$ cat src/rtl/muldiv_seq.sv
// Iterative 32-bit multiply/divide sequencer beside the bexkat1 execute stage.
// Divider datapath is present only when BEXKAT1_MULDIV_DIV_EN is defined; otherwise divide ops return 0.
module muldiv_seq (
   input  logic        clk_i,
   input  logic        rst_i,
   input  logic        start_i,
   input  logic [2:0]  op_i,
   input  logic [31:0] a_i,
   input  logic [31:0] b_i,
   input  logic        abort_i,
   output logic        stall_o,
   output logic        busy_o,
   output logic        done_o,
   output logic [31:0] result_o,
   output logic        divz_o
);
   typedef enum logic [2:0] {IDLE, PREP, RUN, FIX, DONE} state_t;

   localparam logic [2:0] OP_MUL   = 3'd0;
   localparam logic [2:0] OP_MULH  = 3'd1;
   localparam logic [2:0] OP_MULHU = 3'd2;
   localparam logic [2:0] OP_DIV   = 3'd3;
   localparam logic [2:0] OP_DIVU  = 3'd4;
   localparam logic [2:0] OP_MOD   = 3'd5;
   localparam logic [2:0] OP_MODU  = 3'd6;
   localparam logic [2:0] OP_RSVD  = 3'd7;

   state_t      state;
   logic [2:0]  op;
   logic [31:0] a_raw;
   logic [31:0] b_raw;
   logic [31:0] src;   // multiplicand (mul) or divisor (div) magnitude
   logic [31:0] shf;   // multiplier (mul) or dividend (div), consumed one bit per iteration
   logic [63:0] acc;
   logic [4:0]  cnt;
   logic        neg;
   logic        divz_pend;
   logic        busy;
   logic        done;
   logic        divz;
   logic [31:0] result;

   logic        is_div;
   logic        is_signed;
   logic [31:0] mag_a;
   logic [31:0] mag_b;
   logic [32:0] mul_sum;
   logic [63:0] prod;
   logic [31:0] fix_result;

   assign is_div    = (op == OP_DIV) || (op == OP_DIVU) || (op == OP_MOD) || (op == OP_MODU);
   assign is_signed = (op == OP_MULH) || (op == OP_DIV) || (op == OP_MOD);
   assign mag_a     = (is_signed && a_raw[31]) ? (32'd0 - a_raw) : a_raw;
   assign mag_b     = (is_signed && b_raw[31]) ? (32'd0 - b_raw) : b_raw;
   assign mul_sum   = {1'b0, acc[63:32]} + {1'b0, src};
   assign prod      = neg ? (64'd0 - acc) : acc;

`ifdef BEXKAT1_MULDIV_DIV_EN
   logic [32:0] rem_sh;
   logic [32:0] rem_sub;
   logic        rem_ge;
   logic [31:0] quo_fix;
   logic [31:0] rem_fix;

   // Remainder lives in acc[63:32], quotient bits shift into acc[31:0].
   assign rem_sh  = {acc[63:32], shf[31]};
   assign rem_sub = rem_sh - {1'b0, src};
   assign rem_ge  = (rem_sh >= {1'b0, src});
   assign quo_fix = neg ? (32'd0 - acc[31:0])  : acc[31:0];
   assign rem_fix = neg ? (32'd0 - acc[63:32]) : acc[63:32];
`endif

   always_comb begin
      fix_result = '0;
      case (op)
         OP_MUL:   fix_result = prod[31:0];
         OP_MULH:  fix_result = prod[63:32];
         OP_MULHU: fix_result = acc[63:32];
`ifdef BEXKAT1_MULDIV_DIV_EN
         OP_DIV, OP_DIVU: fix_result = divz_pend ? 32'hFFFF_FFFF : quo_fix;
         OP_MOD, OP_MODU: fix_result = divz_pend ? a_raw : rem_fix;
`endif
         default:  fix_result = '0;
      endcase
   end

   always_ff @(posedge clk_i or posedge rst_i) begin
      if (rst_i) begin
         state     <= IDLE;
         op        <= '0;
         a_raw     <= '0;
         b_raw     <= '0;
         src       <= '0;
         shf       <= '0;
         acc       <= '0;
         cnt       <= '0;
         neg       <= 1'b0;
         divz_pend <= 1'b0;
         busy      <= 1'b0;
         done      <= 1'b0;
         divz      <= 1'b0;
         result    <= '0;
      end else if (abort_i) begin
         // Flush: results from earlier operations stay visible.
         state <= IDLE;
         busy  <= 1'b0;
         done  <= 1'b0;
      end else begin
         case (state)
            IDLE: begin
               done <= 1'b0;
               if (start_i && (op_i != OP_RSVD)) begin
                  op    <= op_i;
                  a_raw <= a_i;
                  b_raw <= b_i;
                  busy  <= 1'b1;
                  state <= PREP;
               end
            end
            PREP: begin
               acc <= '0;
               cnt <= '0;
               if (op == OP_MOD)
                  neg <= a_raw[31];
               else if ((op == OP_MULH) || (op == OP_DIV))
                  neg <= a_raw[31] ^ b_raw[31];
               else
                  neg <= 1'b0;
               if (is_div) begin
                  src <= mag_b;
                  shf <= mag_a;
               end else begin
                  src <= mag_a;
                  shf <= mag_b;
               end
`ifdef BEXKAT1_MULDIV_DIV_EN
               divz_pend <= is_div && (b_raw == 32'd0);
               state     <= (is_div && (b_raw == 32'd0)) ? FIX : RUN;
`else
               divz_pend <= 1'b0;
               state     <= is_div ? FIX : RUN;
`endif
            end
            RUN: begin
`ifdef BEXKAT1_MULDIV_DIV_EN
               if (is_div) begin
                  acc <= {(rem_ge ? rem_sub[31:0] : rem_sh[31:0]), acc[30:0], rem_ge};
                  shf <= {shf[30:0], 1'b0};
               end else
`endif
               begin
                  if (shf[0])
                     acc <= {mul_sum, acc[31:1]};
                  else
                     acc <= {1'b0, acc[63:1]};
                  shf <= {1'b0, shf[31:1]};
               end
               cnt <= cnt + 5'd1;
               if (cnt == 5'd31)
                  state <= FIX;
            end
            FIX: begin
               result <= fix_result;
               divz   <= divz_pend;
               done   <= 1'b1;
               state  <= DONE;
            end
            DONE: begin
               done  <= 1'b0;
               busy  <= 1'b0;
               state <= IDLE;
            end
            default: state <= IDLE;
         endcase
      end
   end

   assign stall_o  = ((state == IDLE) && start_i && (op_i != OP_RSVD)) ||
                     (state == PREP) || (state == RUN) || (state == FIX);
   assign busy_o   = busy;
   assign done_o   = done;
   assign result_o = result;
   assign divz_o   = divz;

endmodule

$ cat config.mk
export PLATFORM = sky130hd
export DESIGN_NAME = muldiv_seq
export DESIGN_NICKNAME = d
export VERILOG_FILES = /design/src/rtl/muldiv_seq.sv
export SDC_FILE = /design/constraint.sdc
export NUM_CORES = 1
export LEC_CHECK = 0
export ABC_AREA = 0
export BUFFER_PORTS_ARGS = -buffer_cell sky130_fd_sc_hd__buf_2
export CAP_MARGIN = 20
export CORE_MARGIN = 2
export CORE_UTILIZATION = 50
export CTS_CLUSTER_DIAMETER = 50
export DETAILED_ROUTE_END_ITERATION = 8
export PLACE_DENSITY = 0.68
export SLEW_MARGIN = 20
export SYNTH_ARGS = -nofsm -noshare
export SYNTH_HDL_FRONTEND = slang
export SYNTH_SLANG_ARGS = --single-unit
export TNS_END_PERCENT = 10
$ cat constraint.sdc
create_clock -name clk_i -period 12.1 [get_ports clk_i]
set_input_delay 2.42 -clock clk_i [delete_from_list [all_inputs] [get_ports clk_i]]
set_output_delay 2.42 -clock clk_i [all_outputs]
set_load 0.05 [all_outputs]
==> run metrics, run 1 <==
Pwr Total 4.84 mW; xor-xnor portion of the synthesized cell area 7.48%; Combinational Power Share 50.7%; post-CTS setup buffers 0; power per cell area 296 nW/um^2; post-cts hold buffer count 0; Int Pwr 2.61 mW; CP max FO 2; complex-gate fraction of the synthesized area 22.4%; Leakage 7.25 nW; sequential share of power 30.7%; CTS tree yes; HPWL Detailed 26.9 mm; power share of the clock group 18.7%; crit end category primary output; Worst Setup SP op_i[0]; GR Util All Layers 25.1%; placed inst area 15,400 um^2; Area Overhead vs Synth 12.6%; vias in the first global route 12,000; # diodes 0; residual DRC count 0; Hold Fails Final Rpt 0; hold wc startpoint result_o[2]$_DFFE_PP0P_; synth warn 0; syn avg cell area 9.00 um^2; max-slew headroom at the worst pin 26.0%; Bufs on Longest Clock Path 3; max_cap viols 0; Synth Area in Simple Gates 15.8%; largest family of logic cells by synthesized area compound AO/OA/AOI/OAI gates; post_cts resized 0; Starting Density 50.7%; Setup TNS 0 ns; routability cong. 0.903; FF+latch count, synth 238; post-synthesis mux area share 6.60%; Post-Layout Inst Area 16,400 um^2; Min Clock Period, post-route 5.70 ns; post-DR vias/cell 6.05; first-pass GRT wire length 62.8 mm; Die Y 174 um; Mapped Cells 1,613; die area 30,400 um^2; TritonRoute pass-1 iters 5; clk_skew 0.0103 ns; CP Class input port to primary output; drt initial violations 1,066; RSZ-0062 raised after global routing no; Congestion Overflow GR 0; Post-synth ARST share 100%; Sw Pwr 2.23 mW; die width 174 um; register area share after synthesis 41.0%; CTS root buf clkbuf_16; total CTS buffers 29; Switching Fraction 46.1%; outcome finished clean; PortBufs 105; crit start category input port; I/O pin total 107; Final WS setup 6.40 ns; initial antenna violation count 0; worst r2r src acc[15]$_DFFE_PP0P_; required time of the critical path 9.68 ns; post-place setup slack 6.36 ns; crit share post-route 47.1%; CTS H-tree depth 1; Final Util 57.1%; measured slew at the worst slew-check pin 1.11 ns; Achievable Freq 0.176 GHz; CP Data Arrival Time 3.28 ns; share of cells above drive strength 1 16.0%; Worst-Skew Late Latency 0.57 ns; via count 12,500; final slew viol count 0; num rows 62; largest net degree at the start of global routing 97; synth unique cells 69; Antenna Nets Post-Route 0; Mapped Area 14,500 um^2; EDFF count, synth 0; Clock Pin Slew Worst Setup and Hold Paths 0.06 ns; worst hold path class register to register; Routed WL per cell 18.4 um; fin nets 1,781; maximum vdd drop 0.000164 V; Post-Syn Nets 1,722; Final Routed Wirelength 38.3 mm; Post-synth top flop dfrtp_1; CTS sink cnt 238; endpoints failing setup 0; core box area 28,600 um^2; Adder-Cell Fraction of Synth Area 3.33%
==> synth_stat cells, drive strengths merged (13+ instances only) <==
cell / number / area, um^2
clkbuf: 86 / 323
nand2b: 14 / 95.1
inv: 28 / 105
xnor2: 60 / 526
nand3: 29 / 145
mux2: 70 / 788
o21ai: 153 / 766
a21oi: 159 / 796
mux2i: 17 / 170
nor3: 47 / 246
a22oi: 13 / 97.6
ha: 37 / 463
xor2: 64 / 561
a211oi: 18 / 135
dfrtp: 238 / 5960
a22o: 35 / 307
nor2: 152 / 571
nor4: 17 / 164
o31ai: 29 / 218
or3: 20 / 125
nand2: 136 / 510
==> cells in the final DEF (no fill, tap or decap), types with 35 or more instances in the layout <==
cell type	count
dfrtp_1	238
a21oi_1	159
nor2_1	150
o21ai_0	140
nand2_1	135
buf_2	105
mux2_2	70
xor2_1	63
xnor2_1	59
nor3_1	46
ha_1	37
a22o_1	35
==> final cells by class <==
| cell class | instances | area [um^2] |
|---|---|---|
| Clock inverter | 13 | 190 |
| Multi-Input combinational cell | 1249 | 8130 |
| Timing Repair Buffer | 125 | 679 |
| Inverter | 29 | 116 |
| Fill cell | 2554 | 12300 |
| Sequential cell | 238 | 5960 |
| Tap cell | 384 | 480 |
| Clock buffer | 37 | 806 |
==> cells by family (layout without fill, tap and decap cells) <==
family,after synthesis,after routing
AND/OR/NAND/NOR,476,476
buffers and inverters,126,204
adder cells (fa/ha/maj),38,38
flip-flops,238,238
other,1,1
AO/OA/AOI/OAI,523,523
multiplexers,87,87
XOR/XNOR,124,124
==> state kept, by name (all words and copies together), names as in the netlist, 5 cells and up <==
name	cells
acc	64
a_raw	32
b_raw	32
result_o	32
shf	32
src	32
cnt	5
==> power groups by stage <==
stage	clock network (mW)	logic [mW]	registers [mW]
after global routing	0.946	2.72	1.53
after CTS	0.915	2.44	1.47
after floorplan	0	1.87	1.44
after global placement	0	2.37	1.48
after detailed placement	0	2.42	1.49
final	0.903	2.45	1.48
==> metal layers <==
| metal | global-route usage [%] | part of all wire, % | vias to the layer above |
|---|---|---|---|
| met5 | 0 | 0 | - |
| met4 | 9.31 | 3.4 | 0 |
| met3 | 3.00 | 5.4 | 97 |
| met2 | 39.4 | 45 | 434 |
| met1 | 35.8 | 46 | 5998 |
| li1 | - | - | 6019 |
==> final timing paths <==
path                            slack (ns)                  endpoint  depth (start not counted)
worst max-delay path                  6.40                   stall_o                          5
worst min-delay path                  0.48   result_o[2]$_DFFE_PP0P_                          2
worst max register to register        8.35  result_o[29]$_DFFE_PP0P_                          9
worst min register to register        0.48   result_o[2]$_DFFE_PP0P_                          2
max in group asynchronous             8.89     a_raw[14]$_DFFE_PP0P_                          3
min in group asynchronous             1.95        acc[1]$_DFFE_PP0P_                          2
==> through the flow <==
stage | hold WS (ns) | instances
after CTS | 0.481 | 2075
after floorplan | 0.450 | 1613
after detailed placement | 0.466 | 2025
after global routing | 0.516 | 2075
final | 0.484 | 2075
after global placement | 0.470 | 2025
==> worst max-delay path, cell delays in order <==
cell and delay, ns:
buf_2 0.10, nand3_1 0.19, nand2_1 0.11, a21oi_1 0.16
buf_2 0.29
Note: power is estimated with default switching activity, not from simulation.
==> inputs of run 2 (changes only) <==
ABC_AREA = 1   (was 0)
clock period = 6 ns   (was 12.1 ns; I/O delays follow)
==> run 2 against run 1 <==
Compared with the run above: final area grew 13%; setup slack lost 3.5 ns; clock skew grew 0.0046 ns; critical endpoint unchanged.
==> run metrics, run 2 <==
outcome finished clean; synth unique cells 50; power per cell area 606 nW/um^2; Worst-Skew Late Latency 0.53 ns; Setup TNS 0 ns; reg2reg setup slack 3.03 ns; Worst Setup SP op_i[0]; required time of the critical path 4.80 ns; Final Util 57.1%; crit start category input port; max_cap viols 0; most common cell after layout, fill and taps aside nand2_1; max-slew headroom at the worst pin 27.9%; Antenna Nets Post-Route 0; EDFF count, synth 0; top-count cell post-synth nand2_1; TritonRoute pass-1 iters 6; CP max FO 3; share of cells above drive strength 1 9.34%; clk_skew 0.0149 ns; RSZ-0062 raised after global routing no; fin nets 2,663; Area contributors post-synth dfrtp_1 36%, nand2_1 18%, nand3_1 8.5%; largest net degree at the start of global routing 119; Min Clock Period, post-route 3.10 ns; worst hold path class register to register; total CTS buffers 36; Post-synth top flop dfrtp_1; Leakage 9.49 nW; final slew viol count 0; most flop-heavy register acc; worst r2r src state[2]$_DFFE_PP0P_; measured slew at the worst slew-check pin 1.07 ns; PortBufs 105; die width 185 um; Mapped Area 16,400 um^2; reg2reg path depth 9; Achievable Freq 0.322 GHz; drt initial violations 1,400; post-cts hold buffer count 0; max reg flops 64; CTS tree yes; synth warn 0; met3 wire len 3.00 mm; Clock Pin Slew Worst Setup and Hold Paths 0.05 ns; Bufs on Longest Clock Path 3; CTS sink cnt 238; Post-Syn Nets 2,598; core box area 32,500 um^2; FF+latch count, synth 238; Routed WL per cell 18.7 um; top cells by count, synth 775 x nand2_1, 286 x nor2_1, 278 x nand3_1, 238 x dfrtp_1, 209 x inv_1; post-DR vias/cell 5.64; Die Y 185 um; vias in the first global route 16,200; Starting Density 50.6%; num rows 66; HPWL Detailed 43.1 mm; # diodes 0; post_cts resized 0; CP Class input port to primary output; hold path cells 2; syn avg cell area 6.59 um^2; Routed met2 length 27.0 mm; reg2reg end shf[7]$_DFFE_PP0P_; endpoints failing setup 0; CTS root buf clkbuf_16; hold slack 0.470 ns; Hold Fails Final Rpt 0; crit end category primary output; initial antenna violation count 0; Yosys top cell area share 36.3%; Mapped Cells 2,489; top routing layer in use met4; GR Util All Layers 34.0%; I/O pin total 107; maximum vdd drop 0.000295 V; Final WS setup 2.90 ns; register area share after synthesis 36.3%; most frequent cells in the layout 774 x nand2_1, 283 x nor2_1, 278 x nand3_1; die area 34,300 um^2; Area Overhead vs Synth 12.9%; via count 17,100; crit share post-route 51.7%; post-CTS setup buffers 0; routability cong. 0.970; Final Routed Wirelength 56.6 mm; Post-Route M1 WL 23.6 mm; Post-synth ARST share 100%; CTS H-tree depth 2; CP Data Arrival Time 1.90 ns; cell taking the most area after synthesis dfrtp_1; first-pass GRT wire length 90.1 mm; residual DRC count 0; Congestion Overflow GR 0; post-place setup slack 2.65 ns; crit path to stall_o
[run 2: stage by stage]
step / instances / total power, mW / instance area, um^2
global route: 3021 / 12.1 / 18500
global placement: 2957 / 8.83 / 17300
detailed placement: 2957 / 8.90 / 17300
CTS: 3020 / 11.1 / 18500
finish: 3021 / 11.2 / 18500
floorplan: 2489 / 7.05 / 16400
[run 2: worst min path at each step]
stage	start	endpoint
floorplan	cnt[2]$_DFFE_PP0P_	cnt[2]$_DFFE_PP0P_
global placement	result_o[11]$_DFFE_PP0P_	result_o[11]$_DFFE_PP0P_
detailed placement	result_o[11]$_DFFE_PP0P_	result_o[11]$_DFFE_PP0P_
CTS	result_o[19]$_DFFE_PP0P_	result_o[19]$_DFFE_PP0P_
global route	result_o[26]$_DFFE_PP0P_	result_o[26]$_DFFE_PP0P_
finish	result_o[19]$_DFFE_PP0P_	result_o[19]$_DFFE_PP0P_
[run 2: worst max-delay path: stages]
cell,delay (ns)
buf_2,0.10
nand3_1,0.07
nand2_1,0.12
a21oi_1,0.14
buf_2,0.27
[run 2: cell families after synthesis]
kind of cell,Yosys count,synth area share (%)
mux,15,1.03
simple gates,1407,35.7
compound gates,434,14.4
other cells,1,0.0228
flops,238,36.3
fa+ha+maj,38,2.94
buf+inv,319,7.65
xor+xnor,37,1.97
[run 2: metal layers]
layer	vias up	track usage [%]
li1	8306	-
met2	601	57.3
met1	8006	43.2
met5	-	0
met3	140	4.09
met4	0	16.8
[run 2: where the power goes]
part	total, mW	internal (mW)	switching [mW]
combinational	6.15	1.77	4.39
clock	2.22	1.41	0.809
sequential	2.85	2.21	0.641
[run 2: area by class of cell]
class	instances	area, um^2
clock inverter	17	238
timing repair buffer	123	693
sequential	238	5960
tap	442	553
clock buffer	46	1010
fill	3209	13900
inverter	223	841
multi-input combinational	1932	9230
==> inputs of run 3 (changes only) <==
ABC_AREA = 0   (was 1)
clock period = 2.9 ns   (was 6 ns; I/O delays follow)
==> run 3 against run 2 <==
Compared with the run above: the flow now finishes with violations (negative setup slack); routed wire length down 28%; non-clock buffer count up 135; global-route usage down 7.1 points; critical path depth up 4; critical endpoint is now result_o[26]$_DFFE_PP0P_; sequential cell count unchanged; setup slack worse by 3.2 ns; register-to-register slack worse by 3.3 ns; first-iteration DRC count down 33%; critical path type is now register to register; hold slack worse by 0.23 ns; clock power up 73%; total power up 94%; final area down 4.8%.
==> run metrics, run 3 (synthesized netlist as in run 1, its figures left out) <==
outcome complete, but fails checks; failing checks negative setup slack; Hold Fails Final Rpt 0; Max stage delay cell, worst path or4_4; CP max stage delay 0.55 ns; Area Overhead vs Synth 21.5%; reg2reg path depth 9; drt initial violations 945; crit end category register; share of cells above drive strength 1 23.7%; max-slew headroom at the worst pin 34.6%; Congestion Overflow GR 0; worst hold path class input port to register; Routed WL per cell 18.4 um; Die Y 174 um; Antenna Nets Post-Route 0; reg2reg end result_o[26]$_DFFE_PP0P_; Clock Pin Slew Worst Setup and Hold Paths 0.06 ns; CP Data Arrival Time 3.62 ns; HPWL Detailed 29.7 mm; most flop-heavy register acc; via count 13,100; post-DR vias/cell 5.89; CTS tree yes; num rows 62; Worst Hold Path EP b_raw[26]$_DFFE_PP0P_; hold path cells 2; Filler Cell Count 2,409; CP max FO 5; max_cap viols 0; most common cell after layout, fill and taps aside dfrtp_1; hold slack 0.240 ns; Worst-Skew Late Latency 0.57 ns; vias in the first global route 12,800; crit path buf inv count 0; PortBufs 105; Starting Density 50.7%; max reg flops 64; final slew viol count 0; CTS root buf clkbuf_16; largest net degree at the start of global routing 122; TritonRoute pass-1 iters 7; post-route insts no fill 2,215; required time of the critical path 3.33 ns; die area 30,400 um^2; crit share post-route 110%; fin nets 1,916; initial antenna violation count 0; core box area 28,600 um^2; Final Util 61.6%; GR Util All Layers 26.8%; Achievable Freq 0.313 GHz; maximum vdd drop 0.000744 V; residual DRC count 0; Pwr Total 21.7 mW; crit-path most repeated cell or4_4; Final Routed Wirelength 40.7 mm; hold wc startpoint b_i[26]; placed inst area 16,400 um^2; clk_skew 0.0210 ns; CTS H-tree depth 1; total CTS buffers 31; placed instance count 2,153; # diodes 0; Final WS setup -0.292 ns; most frequent cells in the layout 238 x dfrtp_1, 157 x a21oi_1, 150 x nor2_1; CTS sink cnt 238; Bufs on Longest Clock Path 3; CP Class register to register; Post-Layout Inst Area 17,600 um^2; reg2reg setup slack -0.29 ns; crit-path cells or4_4, nor4_4, nand4_2, or4_4, or4_4, nand2b_4, nor4_4, mux2i_1, o21ai_1; measured slew at the worst slew-check pin 0.978 ns; crit start category register; worst r2r src acc[21]$_DFFE_PP0P_; routability cong. 0.935; RSZ-0062 raised after global routing yes; Min Clock Period, post-route 3.19 ns; die width 174 um; endpoints failing setup 13; power per cell area 1230 nW/um^2; first-pass GRT wire length 66.4 mm; Leakage 7.99 nW; I/O pin total 107; delay-heaviest family, CP simple AND/OR/NAND/NOR gates
==> run 3: changes by cell type in the layout (fill, tap and decap cells not counted), sizes merged, moves of 24 or more <==
cell,change
nand2,-644
nand3,-250
inv,-191
nor2,-147
buf,+134
xnor2,+60
mux2,+55
a22o,+33
nor3,+30
xor2,+27
o21ai,-25
o31ai,+24
==> run 3: layer usage <==
metal  track usage [%]  wire length (um)
met5                 0                 0
met4              10.7              1530
met3              3.35              2230
met2              43.3             18700
met1              36.8             18200
==> run 3: where the power goes <==
part / internal (mW) / total, mW / switching (mW)
Clock: 2.33 / 3.84 / 1.51
Sequential: 4.59 / 5.93 / 1.35
Combinational: 5.03 / 11.9 / 6.91
==> run 3: timing repair <==
| item | CTS | global route |
|---|---|---|
| buffers inserted | 1 | 3 |
| pin swaps | 9 | 5 |
| endpoints found under the hold margin | 5 | 0 |
| hold buffers | 1 | 0 |
| resized for setup | 19 | 20 |
| endpoints found under the setup margin | 26 | 35 |
==> run 3: worst max-delay path by stage <==
stage / from / end / cells after the start
6_report: acc[21]$_DFFE_PP0P_ / result_o[26]$_DFFE_PP0P_ / 9
5_1_grt: acc[21]$_DFFE_PP0P_ / result_o[26]$_DFFE_PP0P_ / 9
4_1_cts: acc[5]$_DFFE_PP0P_ / result_o[26]$_DFFE_PP0P_ / 9
3_5_place_dp: acc[31]$_DFFE_PP0P_ / result_o[25]$_DFFE_PP0P_ / 11
3_3_place_gp: acc[15]$_DFFE_PP0P_ / result_o[26]$_DFFE_PP0P_ / 9
2_1_floorplan: rst_i / a_raw[0]$_DFFE_PP0P_ / 1
==> run 3: through the flow <==
step	TNS (ns)	setup WS [ns]
floorplan	-193.34	-0.800
global placement	-2.90	-0.257
detailed placement	-4.52	-0.343
CTS	-2.30	-0.312
global route	-4.80	-0.401
finish	-2.25	-0.292
==> run 3: final cells by class <==
class                      count  area, um^2  area share (%)
sequential                   238        5960            33.8
inverter                      29         113           0.638
multi-input combinational   1249        8290            47.0
clock buffer                  39         846            4.80
timing repair buffer         258        1760            9.97
tap                          384         480            2.72
clock inverter                18         193            1.09
